<file path="config.mk">
export PLATFORM = sky130hd
export DESIGN_NAME = muldiv_unit
export DESIGN_NICKNAME = d
export VERILOG_FILES = /design/src/rtl/rv_muldiv_pkg.sv /design/src/rtl/muldiv_iter_core.sv /design/src/rtl/muldiv_unit.sv
export SDC_FILE = /design/constraint.sdc
export NUM_CORES = 1
export LEC_CHECK = 0
export CAP_MARGIN = 40
export CORE_MARGIN = 4
export CORE_UTILIZATION = 25
export DETAILED_ROUTE_END_ITERATION = 10
export GPL_TIMING_DRIVEN = 0
export PLACE_DENSITY = 0.52
export RECOVER_POWER = 100
export SYNTH_ARGS = -nofsm -noshare
export SYNTH_HDL_FRONTEND = slang
export SYNTH_SLANG_ARGS = --single-unit
</file>
<file path="constraint.sdc">
create_clock -name clk -period 3 [get_ports clk]
set_input_delay 0.3 -clock clk [delete_from_list [all_inputs] [get_ports clk]]
set_output_delay 0.3 -clock clk [all_outputs]
set_load 0.01 [all_outputs]
</file>
<file path="src/rtl/rv_muldiv_pkg.sv">
// Shared types and constants for the iterative RV32M multiply/divide unit.
package rv_muldiv_pkg;

    typedef enum logic [2:0] {
        OP_MUL    = 3'b000,
        OP_MULH   = 3'b001,
        OP_MULHSU = 3'b010,
        OP_MULHU  = 3'b011,
        OP_DIV    = 3'b100,
        OP_DIVU   = 3'b101,
        OP_REM    = 3'b110,
        OP_REMU   = 3'b111
    } muldiv_op_e;

    typedef enum logic [1:0] {
        IDLE = 2'b00,
        CALC = 2'b01,
        FIX  = 2'b10,
        DONE = 2'b11
    } muldiv_state_e;

    // Most negative two's-complement value of the given width, zero-extended to 64 bits.
    function automatic logic [63:0] min_int(input int unsigned width);
        return 64'd1 << (width - 1);
    endfunction

endpackage

</file>
<file path="src/rtl/muldiv_iter_core.sv">
// One iteration of the datapath: right-shifting shift-add multiply or restoring divide step.
module muldiv_iter_core #(
    parameter int W = 32
) (
    input  logic             i_is_div,
    input  logic [2*W-1:0]   i_acc,
    input  logic [W:0]       i_a,
    input  logic [W:0]       i_b,
    output logic [2*W-1:0]   o_acc,
    output logic [W:0]       o_b
);

    logic [W:0] w_add_sum;
    logic [W:0] w_trial;
    logic [W:0] w_diff;

    always_comb begin
        w_add_sum = {1'b0, i_acc[2*W-1:W]} + (i_b[0] ? i_a : '0);
        w_trial   = i_acc[2*W-1:W-1];
        // Remainder stays below the divisor, so the difference fits W+1 bits with bit W as sign.
        w_diff    = w_trial - i_b;
        o_acc     = '0;
        o_b       = i_b;
        if (i_is_div) begin
            if (!w_diff[W]) begin
                o_acc = {w_diff[W-1:0], i_acc[W-2:0], 1'b1};
            end else begin
                o_acc = {w_trial[W-1:0], i_acc[W-2:0], 1'b0};
            end
        end else begin
            o_acc = {w_add_sum, i_acc[W-1:1]};
            o_b   = i_b >> 1;
        end
    end

endmodule

</file>
<file path="src/rtl/muldiv_unit.sv">
// Iterative RV32M multiply/divide unit with Start/Busy/Done handshake.
//   state | meaning
//   IDLE  | waiting for Start
//   CALC  | one multiply/divide iteration per cycle
//   FIX   | sign correction and result selection
//   DONE  | Result valid, Done pulses
module muldiv_unit
    import rv_muldiv_pkg::*;
#(
    parameter int DATA_WIDTH = 32
) (
    input  logic                  clk,
    input  logic                  rst,
    input  logic                  Start,
    input  logic [2:0]            MulDivOp,
    input  logic [DATA_WIDTH-1:0] SrcA,
    input  logic [DATA_WIDTH-1:0] SrcB,
    output logic                  Busy,
    output logic                  Done,
    output logic [DATA_WIDTH-1:0] Result
);

    localparam int W     = DATA_WIDTH;
    localparam int CNT_W = $clog2(DATA_WIDTH) + 1;
    localparam logic [63:0]  MIN_INT_WIDE = min_int(DATA_WIDTH);
    localparam logic [W-1:0] MIN_INT      = MIN_INT_WIDE[W-1:0];

    muldiv_state_e    r_state, w_state_next;
    muldiv_op_e       r_op;
    logic             r_sign_a, r_sign_b;
    logic [W:0]       r_a, r_b;
    logic [2*W-1:0]   r_acc;
    logic [CNT_W-1:0] r_cnt;
    logic [W-1:0]     r_result;

    muldiv_op_e       w_op;
    logic             w_accept, w_sign_a, w_sign_b, w_div_zero, w_ovf, w_special;
    logic [W:0]       w_ext_a, w_ext_b, w_mag_a, w_mag_b;
    logic [W-1:0]     w_special_result, w_fix_result;
    logic [2*W-1:0]   w_core_acc, w_prod;
    logic [W:0]       w_core_b;

    muldiv_iter_core #(.W(W)) u_core (
        .i_is_div (r_op[2]),
        .i_acc    (r_acc),
        .i_a      (r_a),
        .i_b      (r_b),
        .o_acc    (w_core_acc),
        .o_b      (w_core_b)
    );

    always_comb begin
        w_op       = muldiv_op_e'(MulDivOp);
        w_accept   = Start && (r_state == IDLE);
        w_sign_a   = SrcA[W-1] && (w_op == OP_MUL || w_op == OP_MULH || w_op == OP_MULHSU ||
                                   w_op == OP_DIV || w_op == OP_REM);
        w_sign_b   = SrcB[W-1] && (w_op == OP_MUL || w_op == OP_MULH ||
                                   w_op == OP_DIV || w_op == OP_REM);
        // One extra bit keeps |MIN_INT| representable.
        w_ext_a    = {w_sign_a, SrcA};
        w_ext_b    = {w_sign_b, SrcB};
        w_mag_a    = w_sign_a ? -w_ext_a : w_ext_a;
        w_mag_b    = w_sign_b ? -w_ext_b : w_ext_b;
        w_div_zero = MulDivOp[2] && (SrcB == '0);
        w_ovf      = (w_op == OP_DIV || w_op == OP_REM) && (SrcA == MIN_INT) && (SrcB == '1);
        w_special  = w_div_zero || w_ovf;
        w_special_result = '0;
        if (w_div_zero) begin
            w_special_result = MulDivOp[1] ? SrcA : '1;
        end else if (w_ovf) begin
            w_special_result = MulDivOp[1] ? '0 : MIN_INT;
        end
    end

    always_comb begin
        w_prod       = (r_sign_a ^ r_sign_b) ? -r_acc : r_acc;
        w_fix_result = '0;
        case (r_op)
            OP_MUL:                       w_fix_result = w_prod[W-1:0];
            OP_MULH, OP_MULHSU, OP_MULHU: w_fix_result = w_prod[2*W-1:W];
            OP_DIV, OP_DIVU:              w_fix_result = (r_sign_a ^ r_sign_b) ? -r_acc[W-1:0]
                                                                               : r_acc[W-1:0];
            default:                      w_fix_result = r_sign_a ? -r_acc[2*W-1:W]
                                                                  : r_acc[2*W-1:W];
        endcase
    end

    always_comb begin
        w_state_next = r_state;
        case (r_state)
            IDLE: if (Start) w_state_next = w_special ? DONE : CALC;
            CALC: if (r_cnt == CNT_W'(W - 1)) w_state_next = FIX;
            FIX:  w_state_next = DONE;
            DONE: w_state_next = IDLE;
            default: w_state_next = IDLE;
        endcase
    end

    always_ff @(posedge clk) begin
        if (rst) begin
            r_state  <= IDLE;
            r_op     <= OP_MUL;
            r_sign_a <= 1'b0;
            r_sign_b <= 1'b0;
            r_a      <= '0;
            r_b      <= '0;
            r_acc    <= '0;
            r_cnt    <= '0;
            r_result <= '0;
        end else begin
            r_state <= w_state_next;
            if (w_accept) begin
                r_op     <= w_op;
                r_sign_a <= w_sign_a;
                r_sign_b <= w_sign_b;
                r_a      <= w_mag_a;
                r_b      <= w_mag_b;
                r_cnt    <= '0;
                r_acc    <= MulDivOp[2] ? {{W{1'b0}}, w_mag_a[W-1:0]} : '0;
                if (w_special) r_result <= w_special_result;
            end else if (r_state == CALC) begin
                r_acc <= w_core_acc;
                r_b   <= w_core_b;
                r_cnt <= r_cnt + 1'b1;
            end else if (r_state == FIX) begin
                r_result <= w_fix_result;
            end
        end
    end

    assign Busy   = (r_state != IDLE);
    assign Done   = (r_state == DONE);
    assign Result = r_result;

endmodule

</file>
* Word-level counts from Yosys, hierarchy flattened
Index checks and enable logic that the tools add are counted.
Word-level totals: flip-flop bits (word level) 175, latch bits 0, memory bits (writable) 0, bits in read-only memories 0, input bits 70, output and inout port bits 34, word-level logic and storage cells 92, memories 0
Operators by class: add/subtract/negate cells 8, multiply operators 0, divide/modulo/power cells 0, magnitude comparators 0, eq/ne operators 20, shift-type cells 0, muxes and demuxes 27, bitwise logic cells 1, reductions and logical operators 27
Operators with widths (count):
- $mux W32 | 11
- $mux W64 | 5
- $mux W33 | 6
- $pmux W32 S3 | 1
- $neg A33 Y33 | 2
- $eq A32 B32 Y1 const B | 2
- $neg A32 Y32 | 2
- $neg A64 Y64 | 1
- $add A32 B33 Y33 | 1
- $sub A33 B33 Y33 | 1
- $logic_not A32 Y1 | 1
- $eq A3 B3 Y1 const B | 4
- $eq A3 B2 Y1 const B | 3
- $logic_or A1 B1 Y1 | 8
- $pmux W2 S4 | 1
- $add A6 B1 Y6 const B | 1
- $eq A3 B1 Y1 const B | 2
- $eq A6 B5 Y1 const B | 1
- $logic_and A1 B1 Y1 | 6
- $logic_not A3 Y1 | 2
- $mux W2 | 3
- $ne A2 B2 Y1 const B | 3
- $reduce_bool A2 Y1 | 3
- $eq A2 B2 Y1 const B | 2
- other kinds (8) | 11

* Depth between registers and ports, before layout
Gate-level depths: netlist of the first run.
depth in word-level cells 10, depth in mapped cells 14, gate-level depth less buffers 13

* Modules after synthesis
Synthesis of the first run repeated with hierarchy kept, for this count alone.
Second synthesis, totals: cell total of the unflattened synthesis 2177, area, all modules 16378.2 µm²
Modules (own cells, without submodules):
- muldiv_unit | times used 1, cells each 1415, area each 11335.9 µm², sequential area each 3503.4 µm²
- muldiv_iter_core | times used 1, cells each 762, area each 5042.3 µm², sequential area each 0.0 µm²

* Worst setup path after synthesis of the first run
OpenSTA, ideal clock, no wires.
path type register to register, start point register r_acc[31], end point register r_acc[62], library setup time 0.116 ns, arrival 3.093 ns, required time 2.884 ns, path slack -0.209 ns, stages on the path, launching flop included 15, path buffers 2, period minus slack after synthesis 3.209 ns, path through dfxtp_1 inv_1 ha_1 fa_1 nand2b_1 a21oi_1 o31ai_1 a211oi_1 o2111ai_1 and3b_1 or2_2 clkbuf_1 buf_2 a31o_2 o211a_1
Between the ends: cells in the longest elaborated chain, start to end 5
RTL lines:
- from (decl) | line muldiv_unit.sv:32 | logic [2*W-1:0] r_acc;
- from (signal assigned) | line muldiv_unit.sv:119 | r_acc <= MulDivOp[2] ? {{W{1'b0}}, w_mag_a[W-1:0]} : '0;
- from (signal assigned) | line muldiv_unit.sv:122 | r_acc <= w_core_acc;
- $sub A33 B33 Y33 | line muldiv_iter_core.sv:21 | w_diff = w_trial - i_b;
- $mux W64 | line muldiv_iter_core.sv:25 | if (!w_diff[W]) begin
- $mux W64 | line muldiv_iter_core.sv:24 | if (i_is_div) begin
- $mux W64 | line muldiv_unit.sv:121 | end else if (r_state == CALC) begin
- $mux W64 | line muldiv_unit.sv:112 | if (w_accept) begin
Every way passes these cells. The select of a mux whose other input is x is not followed. A chain may end at the register's enable or synchronous reset.

* Final worst setup path of the first run
start point register r_acc[9], end point register r_result[23] (netlist: Result[23])
Between the ends: cells in the longest elaborated chain, start to end 6, elaborated cells between the ends (all ways) 8, classes of those cells add/sub: 2; mux: 6
RTL lines:
- $neg A64 Y64 / $neg A32 Y32 (equally long branches) | line muldiv_unit.sv:76, muldiv_unit.sv:81
- $mux W64 / $mux W32 (equally long branches) | line muldiv_unit.sv:76, muldiv_unit.sv:81
- $pmux W32 S3 (*) | line muldiv_unit.sv:78 | case (r_op)
- $mux W32 (*) | line muldiv_unit.sv:125 | end else if (r_state == FIX) begin
- $mux W32 (*) | line muldiv_unit.sv:121
- $mux W32 (*) | line muldiv_unit.sv:112
- to (signal assigned) | line muldiv_unit.sv:120 | if (w_special) r_result <= w_special_result;
- to (signal assigned) | line muldiv_unit.sv:126 | r_result <= w_fix_result;
- to (decl) | line muldiv_unit.sv:34 | logic [W-1:0] r_result;
Mark *: on every way between the ends. The rest lies on a longest branch, timed or not. The select of a mux whose other input is x is not followed.

==> results of run 1 <==
==> worst max-delay path by stage <==
| stage | from | endpoint | slack, ns |
|---|---|---|---|
| global route | r_acc[9] | Result[23] | -0.42 |
| floorplan | r_b[17] | r_acc[62] | 0.001 |
| detailed placement | SrcA[6] | Result[26] | -1.33 |
| CTS | r_acc[9] | Result[23] | -0.43 |
| finish | r_acc[9] | Result[23] | -0.47 |
| global placement | r_acc[35] | Result[17] | -1.62 |
==> power groups by stage <==
stage	combinational (W)	clock, W	sequential, W
floorplan	0.00693	0	0.00357
global route	0.0141	0.00250	0.00394
global placement	0.0104	0	0.00382
detailed placement	0.0104	0	0.00383
CTS	0.0123	0.00241	0.00385
finish	0.0134	0.00240	0.00388
==> timing repair <==
item,in CTS,in global routing
pin swaps,95,85
buffers inserted,66,53
setup endpoints to repair,85,127
cloned,2,3
resized for setup,346,182
==> flip-flops by register name, indices dropped and copies added (netlist names) <==
register and count:
Result 32, r_a 33, r_acc 64, r_b 33, r_cnt 6, r_op 3
r_sign_a 1, r_sign_b 1, r_state 2
==> worst max-delay path: stages (launching register included) <==
cell      delay, ns
dfxtp_4        0.36
or4_4          0.56
or3_4          0.41
or4_4          0.46
nor3_4         0.16
a21oi_2        0.08
xor2_1         0.14
a222oi_1       0.94
o22ai_1        0.19
==> final cells by class <==
cell class                      instances  area share
Timing Repair Buffer                  233      0.1005
Buffer                                147     0.03731
Tap cell                              846     0.04916
Clock buffer                           21     0.02138
Multi-Input combinational cell       1720      0.6057
Sequential cell                       175      0.1665
Clock inverter                         11    0.005985
Inverter                               75     0.01337
==> layer usage <==
metal | share of wire | track usage
met1 | 0.41 | 0.2892
met2 | 0.45 | 0.3549
met3 | 0.082 | 0.04265
met4 | 0.054 | 0.1012
met5 | 0.00017 | 0
==> cell usage in the layout, fill, tap and decap left out, types with 46 or more instances in the layout <==
master,n
inv_1,66
mux2i_1,55
nor3_1,46
a211oi_1,102
nand2_1,143
xor2_1,82
dfxtp_1,137
nor2_1,197
a21oi_1,177
buf_4,105
o21ai_0,93
clkdlybuf4s50_1,50
xnor2_1,97
clkbuf_1,87
==> stage by stage <==
step / cell area (um2) / cells / setup WS [ns] / total power, W
5_1_grt: 21530 / 3228 / -0.4224 / 0.02056
3_5_place_dp: 18120 / 3097 / -1.327 / 0.01427
4_1_cts: 20510 / 3181 / -0.4296 / 0.01855
2_1_floorplan: 15950 / 2139 / 0.001044 / 0.01050
6_report: 21530 / 3228 / -0.4733 / 0.01967
3_3_place_gp: 18040 / 3088 / -1.622 / 0.01420
==> cell families after synthesis <==
logic type                 Yosys count
DFF                                175
muxes                               57
and+or+nand+nor                    673
xor gates and xnor gates           188
AOI/OAI and AO/OA                  725
buffers and inverters              244
adders and majority gates           77
==> impl_results.md, run 1 <==
- Crit start category: flip-flop
- Clk_skew: 0.01624 ns
- PwrDens: 913.4 nW/um2
- Via/cell ratio: 5.755
- Die Width: 260.2 um
- Post-Synth Adder-Cell Area: 0.06153
- Setup TNS: -12.56 ns
- Logic pwr share: 0.680
- Register area: 3586 um2
- Seq/Total Area, Yosys: 0.2203
- Final period utilization: 1.158
- R2r setup slk: -0.47 ns
- Switching part of the total: 0.5075
- RSZ-0062 raised after global routing: true
- Fillers: 6600
- Skew-Pair Late Insertion Delay: 0.49 ns
- Net Switching: 0.009982 W
- Ys flop type: dfxtp_1
- Global-route wire length before repair: 114300 um
- DRC: 0
- 1st-iter DRT viols: 1954
- Worst hold path startpoint: SrcB[13]
- Rows: 92
- Main combinational cell family by area after synthesis: compound AO/OA/AOI/OAI gates
- Failing checks: negative setup slack
- Hold WS: 0.2813 ns
- Die Span Y: 260.2 um
- Critical path type: reg2reg
- Post-synth cell types: 90
- Flop pwr share: 0.197
- Clock share of power: 0.122
- Total die area: 67710 um2
- Cell with the most instances after synthesis: nor2_1
- YS warnings: 0
- Synth Area in Compound Gates: 0.3043
- Req. time, crit path: 3.30 ns
- Async SR Flop Fraction: 0
- Post-route setup slack: -0.4733 ns
- Area taken by multi-input logic gates: 13040 um2
- Dpl hpwl: 60650 um
- R2R cell count: 8
- Max-slew violation count: 0
- Layout area overhead: 35.40%
- Top Ports: 104
- H-tree Lvls: 4
- Final core utilization: 0.3420
- Int Pwr: 0.009686 W
- Pin count of the biggest net entering global routing: 17
- Largest area contributor in the netlist: dfxtp_1
- Initial core utilization: 0.2526
- DRT Wirelength: 78590 um
- Final hold violations: 0
- IO Port Bufs: 103
- EDFF count, synth: 0
- Status: finished, violations left
- Worst rel slew slack: 0.2802
- GRT Overall Usage: 0.2220
- Via count: 18580
- HP Class: in2reg
- Clock sink count: 175
- Initial antenna violation count: 1
- Core area: 62970 um2
- Crit-path max FO: 2
- Root buffer cell: clkbuf_16
- Diodes inserted: 0
- Avg WL per Cell: 24.35 um
- Grt ovf: 0
- Detailed Routing Iterations Pass 1: 9
- Most frequent cells after synthesis: 210 x nor2_1, 202 x a21oi_1, 175 x dfxtp_1, 150 x nand2_1, 130 x clkbuf_1
- Vias in the first global route: 17740
- Syn Inst Count: 2139
- Hold Path End: r_b[13]
- Detail Route Antenna Nets: 0
- Simple-Gate Fraction of Synth Area: 0.2096
- Syn_area_per_cell: 7.435 um2
- Final Setup Violations: 78
- Share of cells above drive strength 1: 0.2259
- Fmax: 0.2879 GHz
- Yosys top cell area share: 0.2203
- Mux cell area share after synthesis: 0.03588
- Hold Buf Count CTS: 0
- Worst-path clk slew: 0.07 ns
- Post-route minimum period: 3.473 ns
- LEAKAGE: 8.090 nW
- Area contributors post-synth: dfxtp_1 22%, a21oi_1 6.4%, ha_1 5.9%, xnor2_1 5.7%, a211oi_1 5.5%
- Max Root-Sink Buffers: 2
- Worst slew pin tran: 1.080 ns
- RR Endpoint: Result[23]
- GP Congestion: 1.017
- Post-synthesis xor/xnor area fraction: 0.1035
- R2r startpoint: r_acc[9]
- Number of synthesized register bits: 175
- Final nets: 2516
- Worst setup EP type: flip-flop
- Crit path DAT: 3.77 ns
- Netlist Area Pre-Place: 15900 um2
- CTS tree: done
- Worst Hold Depth: 3
- Synth Net Count: 2286
- Maxcap violations: 0
- Worst VDD drop: 0.0005474 V
- Number of buffers created by CTS: 17
(Power assumes the default switching activity.)
==> run 2, diff against run 1 <==
--- a/config.mk
+++ b/config.mk
@@ -5,12 +5,11 @@
 export SDC_FILE = /design/constraint.sdc
 export NUM_CORES = 1
 export LEC_CHECK = 0
-export CAP_MARGIN = 40
-export CORE_MARGIN = 4
+export CAP_MARGIN = 10
 export CORE_UTILIZATION = 25
 export DETAILED_ROUTE_END_ITERATION = 10
 export GPL_TIMING_DRIVEN = 0
-export PLACE_DENSITY = 0.52
+export PLACE_DENSITY = 0.5
 export RECOVER_POWER = 100
 export SYNTH_ARGS = -nofsm -noshare
 export SYNTH_HDL_FRONTEND = slang
==> constraint.sdc (replaced) <==
create_clock -name clk -period 3.9 [get_ports clk]
set_input_delay 0.39 -clock clk [delete_from_list [all_inputs] [get_ports clk]]
set_output_delay 0.39 -clock clk [all_outputs]
set_load 0.01 [all_outputs]
==> run 2 against run 1 <==
The run now ends clean. Power is 33% lower. Final area decreased by 13%. Routed wire length up 0.91%. Core utilization is 4.4 points lower. Non-clock buffer count is 103 lower. Die area down 4.6%. Sequential share of layout area grew 2.1 points. Clock skew about the same. Count of clock-buffer cells in the layout is 3 lower. Combinational power fell by 37%. Largest power group unchanged.
==> impl_results.md, run 2 (synthesized netlist as in run 1, its figures left out) <==
- Status: completed
- Worst hold path startpoint: Result[16]
- Largest register by flop count: r_acc
- Max stage delay on crit path: 0.81 ns
- Vias in the first global route: 16640
- Max reg flops: 64
- Initial core utilization: 0.2526
- Number of buffers created by CTS: 17
- Worst VDD drop: 0.0003572 V
- Largest registers: r_acc x64, r_a x33, r_b x33
- Clk_skew: 0.01631 ns
- Root buffer cell: clkbuf_16
- Grt ovf: 0
- CP Cell Sequence: buf_2 -> or4_4 -> or3_4 -> or4_4 -> buf_6 -> nor3_4 -> a21oi_2 -> xor2_1 -> a222oi_1 -> o22ai_1
- Most frequent cells in the layout: 209 x nor2_1, 199 x a21oi_1, 171 x dfxtp_1
- Worst path most repeated cell: or4_4
- GP Congestion: 0.9742
- Core area: 62970 um2
- Worst setup EP type: flip-flop
- Maxcap violations: 0
- Initial antenna violation count: 0
- HP Class: reg2reg
- Max-slew violation count: 0
- Crit-path max FO: 9
- Slowest cell on crit path: a222oi_1
- Post-route minimum period: 3.900 ns
- Via/cell ratio: 5.648
- R2R cell count: 10
- Final nets: 2413
- Detail Route Antenna Nets: 0
- Crit path from: r_acc[9]
- Top Ports: 104
- Final period utilization: 1.000
- Most common cell after layout, fill and taps aside: nor2_1
- Worst-path clk slew: 0.07 ns
- DRT Wirelength: 79310 um
- Worst slew pin tran: 1.146 ns
- Rows: 92
- DRC: 0
- Layout area overhead: 17.80%
- Fmax: 0.2564 GHz
- H-tree Lvls: 4
- LEAKAGE: 7.021 nW
- Avg WL per Cell: 25.38 um
- Detailed Routing Iterations Pass 1: 6
- Setup TNS: 0 ns
- Fillers: 6897
- Critical path type: reg2reg
- RSZ-0062 raised after global routing: false
- IO Port Bufs: 103
- 1st-iter DRT viols: 1740
- Crit start category: flip-flop
- CTS tree: done
- Final hold violations: 0
- Worst Hold Depth: 2
- PwrDens: 702.3 nW/um2
- R2r startpoint: r_acc[9]
- Req. time, crit path: 4.20 ns
- Max Root-Sink Buffers: 2
- Via count: 17650
- GRT Overall Usage: 0.2424
- Skew-Pair Late Insertion Delay: 0.48 ns
- Share of cells above drive strength 1: 0.06450
- Dpl hpwl: 63950 um
- Diodes inserted: 0
- Hold Buf Count CTS: 0
- Global-route wire length before repair: 114700 um
- Total die area: 64620 um2
- Final Setup Violations: 0
- Die Span Y: 254.2 um
- Die Width: 254.2 um
- Worst rel slew slack: 0.2358
- Overall Power: 0.01316 W
- Crit path DAT: 4.20 ns
- Clock sink count: 175
- Pin count of the biggest net entering global routing: 17
run 2: routing by layer:
metal,wire length (um),part of all wire,GRT usage
met5,0,0,0
met4,2734,0.034,0.08021
met3,5573,0.070,0.03919
met2,35320,0.45,0.3829
met1,35680,0.45,0.3333
run 2: area by class of cell:
class	count	area (um2)	area share
Multi-Input combinational cell	1720	11500	0.6137
Sequential cell	175	3511	0.1874
Timing Repair Buffer	109	1074	0.05731
Tap cell	846	1059	0.05651
Buffer	168	753.2	0.04021
Clock buffer	18	429.2	0.02291
Inverter	75	281.5	0.01503
Clock inverter	14	130.1	0.006946
run 2: path summary, 6_finish.rpt:
path | slack (ns) | end
max | 0.00002 | Result[23]
min | 0.46 | Result[16]
max reg2reg | 0.00002 | Result[23]
min reg2reg | 0.46 | Result[16]
run 2: stage by stage:
step                setup slack (ns)  instances  hold WS [ns]  instance area [um2]  utilization
floorplan                     0.6909       2139        0.4317                15900            -
global placement             -0.8146       3088        0.4430                17990       0.2857
detailed placement           -0.7151       3089        0.4446                18000       0.2858
CTS                          0.01430       3121        0.4549                18630       0.2959
global route               0.0001754       3125        0.4754                18730       0.2975
finish                    0.00001510       3125        0.4592                18730       0.2975
run 2: power breakdown:
group	internal, W	leakage (nW)	switching [W]
Combinational	0.00289	5.31	0.00557
Sequential	0.00234	1.44	0.000603
Clock	0.000889	0.271	0.000862
Total	0.00612	7.02	0.00704
run 2: critical path: cells and delay by family, from the launching register on:
family / cells / cell delay [ns]
DFF: 1 / 0.30
buffers and inverters: 2 / 0.34
AOI/OAI and AO/OA: 3 / 1.13
and+or+nand+nor: 4 / 1.77
xor gates and xnor gates: 1 / 0.16
run 2: timing repair:
action | 4_1_cts | 5_1_grt
endpoints found under the hold margin | 0 | 0
pin swaps | 1 | 6
endpoints found under the setup margin | 38 | 45
setup buffers | 0 | 5
gates resized for setup | 20 | 21
==> run 3, diff against run 2 <==
--- a/config.mk
+++ b/config.mk
@@ -6,10 +6,10 @@
 export NUM_CORES = 1
 export LEC_CHECK = 0
 export CAP_MARGIN = 10
+export CORE_MARGIN = 5
 export CORE_UTILIZATION = 25
 export DETAILED_ROUTE_END_ITERATION = 10
-export GPL_TIMING_DRIVEN = 0
-export PLACE_DENSITY = 0.5
+export PLACE_DENSITY = 0.52
 export RECOVER_POWER = 100
 export SYNTH_ARGS = -nofsm -noshare
 export SYNTH_HDL_FRONTEND = slang
==> constraint.sdc (replaced) <==
create_clock -name clk -period 3.2 [get_ports clk]
set_input_delay 0.32 -clock clk [delete_from_list [all_inputs] [get_ports clk]]
set_output_delay 0.32 -clock clk [all_outputs]
set_load 0.01 [all_outputs]
==> run 3 against run 2 <==
The flow now finishes with violations (negative setup slack). Clock power rose by 34%. Global-route usage decreased by 4.3 points. Non-clock buffer count up 211. Fmax grew 22%. Clock skew grew 0.0029 ns. Routed wire length down 8.5%. Critical path depth rose by 1.
==> impl_results.md, run 3 (synthesized netlist as in run 1, its figures left out) <==
- GP Congestion: 0.9526
- Post-route minimum period: 3.210 ns
- 1st-iter DRT viols: 1604
- Root buffer cell: clkbuf_16
- DRT Wirelength: 72580 um
- Rows: 92
- Slowest cell on crit path: or4_4
- Detail Route Antenna Nets: 0
- Max Root-Sink Buffers: 2
- Share of cells above drive strength 1: 0.2156
- Most common cell after layout, fill and taps aside: buf_4
- Buf/Inv on CP: 2
- IO Port Bufs: 103
- Max-slew violation count: 0
- Placed cell count: 3287
- Final Setup Violations: 2
- R2r setup slk: -0.01 ns
- Clock sink count: 175
- Crit start category: flip-flop
- CP Cell Sequence: or4_4 -> or3_1 -> or4_4 -> buf_4 -> nor2_4 -> buf_4 -> nor3_1 -> a31oi_1 -> nand3_1 -> a21oi_1 -> a211oi_1
- Skew-Pair Late Insertion Delay: 0.48 ns
- Grt ovf: 0
- Worst slew pin tran: 1.294 ns
- Pin count of the biggest net entering global routing: 81
- Largest register by flop count: r_acc
- Post-route setup slack: -0.009739 ns
- Crit path DAT: 3.53 ns
- LEAKAGE: 8.613 nW
- Fmax: 0.3116 GHz
- H-tree Lvls: 4
- Max stage delay on crit path: 0.53 ns
- Most frequent cells in the layout: 341 x buf_4, 205 x nor2_1, 192 x a21oi_1
- Largest registers: r_acc x64, r_a x33, r_b x33
- Worst-path clk slew: 0.09 ns
- Critical path type: reg2reg
- CTS tree: done
- Max reg flops: 64
- Maxcap violations: 0
- Via/cell ratio: 5.404
- Setup TNS: -0.01355 ns
- CP delay by family, top: simple AND/OR/NAND/NOR gates
- Worst rel slew slack: 0.1372
- Number of buffers created by CTS: 17
- Initial core utilization: 0.2521
- Detailed Routing Iterations Pass 1: 6
- DP Area: 20130 um2
- GRT Overall Usage: 0.1995
- Failing checks: negative setup slack
- RSZ-0062 raised after global routing: true
- Worst setup EP type: flip-flop
- Status: finished, violations left
- Core area: 63080 um2
- Final period utilization: 1.003
- Vias in the first global route: 17400
- HP Class: in2reg
- Total die area: 68750 um2
- Req. time, crit path: 3.52 ns
- Layout area overhead: 33.60%
- Diodes inserted: 0
- Top Ports: 104
- Global-route wire length before repair: 108200 um
- Clk_skew: 0.01916 ns
- Via count: 18030
- DRC: 0
- Avg WL per Cell: 21.75 um
- Initial antenna violation count: 2
- Dpl hpwl: 57020 um
- PwrDens: 830.7 nW/um2
- Die Width: 262.2 um
- Final nets: 2625
- Final cell count without fillers: 3337
- Final hold violations: 0
- Fillers: 6872
- Crit-path max FO: 4
- Worst VDD drop: 0.0005342 V
- Finished Cell Area: 21250 um2
- Die Span Y: 262.2 um
## run 3: cell count changes in the layout (fill, tap and decap cells not counted), moves of 5 or more
| cell | previous run | this run |
|---|---|---|
| buf_4 | 9 | 341 |
| ha_4 | 0 | 5 |
| a21oi_1 | 199 | 192 |
| clkbuf_1 | 133 | 20 |
| clkbuf_2 | 9 | 4 |
| ha_1 | 75 | 65 |
| clkbuf_4 | 3 | 8 |
| ha_2 | 0 | 5 |
| buf_1 | 5 | 0 |
## run 3: report_power, final
| part | leakage (nW) | internal, W | switching (W) | total, W |
|---|---|---|---|---|
| sequential | 1.44 | 0.00285 | 0.000599 | 0.00345 |
| combinational | 6.87 | 0.00495 | 0.00691 | 0.0119 |
| clock | 0.300 | 0.00119 | 0.00114 | 0.00234 |
## run 3: layer usage
layer  GRT usage  up-vias  part of all wire  routed length (um)
met4     0.08889        4             0.052                3756
met5           0        -           0.00034                  25
met3     0.04657      159             0.075                5456
li1            -     8552                 -                   -
met2      0.3067      694              0.43               31510
met1      0.2667     8624              0.44               31840
## run 3: final cells by class
class / instances / area (um2) / area share
tap: 846 / 1059 / 0.04982
clock buffer: 17 / 425.4 / 0.02002
clock inverter: 15 / 195.2 / 0.009187
timing repair buffer: 488 / 3915 / 0.1843
multi-input combinational: 1721 / 11850 / 0.5579
inverter: 75 / 281.5 / 0.01325
sequential: 175 / 3518 / 0.1656
## run 3: through the flow
stage	total power [W]	setup slack, ns	utilization	hold slack, ns
2_1_floorplan	0.009795	0.05932	-	0.4317
6_report	0.01765	-0.009739	0.3368	0.2688
4_1_cts	0.01727	-0.03066	0.3325	0.2554
3_5_place_dp	0.01459	-0.3049	0.3191	0.4528
5_1_grt	0.01868	-0.06156	0.3368	0.2735
3_3_place_gp	0.01454	-0.3309	0.3191	0.4457
## run 3: repair_timing
action | CTS | global route
hold buffers | 0 | 0
setup endpoints to repair | 35 | 45
gates cloned | 2 | 1
buffers inserted | 5 | 9
pin swaps | 21 | 26
resized for setup | 45 | 71
## run 3: worst paths after layout
| kind | start | to | cells past startpoint |
|---|---|---|---|
| setup / recovery | r_acc[10] | Result[21] | 11 |
| hold / removal | rst | r_acc[1] | 2 |
| setup reg to reg | r_acc[10] | Result[21] | 11 |
| hold reg to reg | Result[29] | Result[29] | 2 |
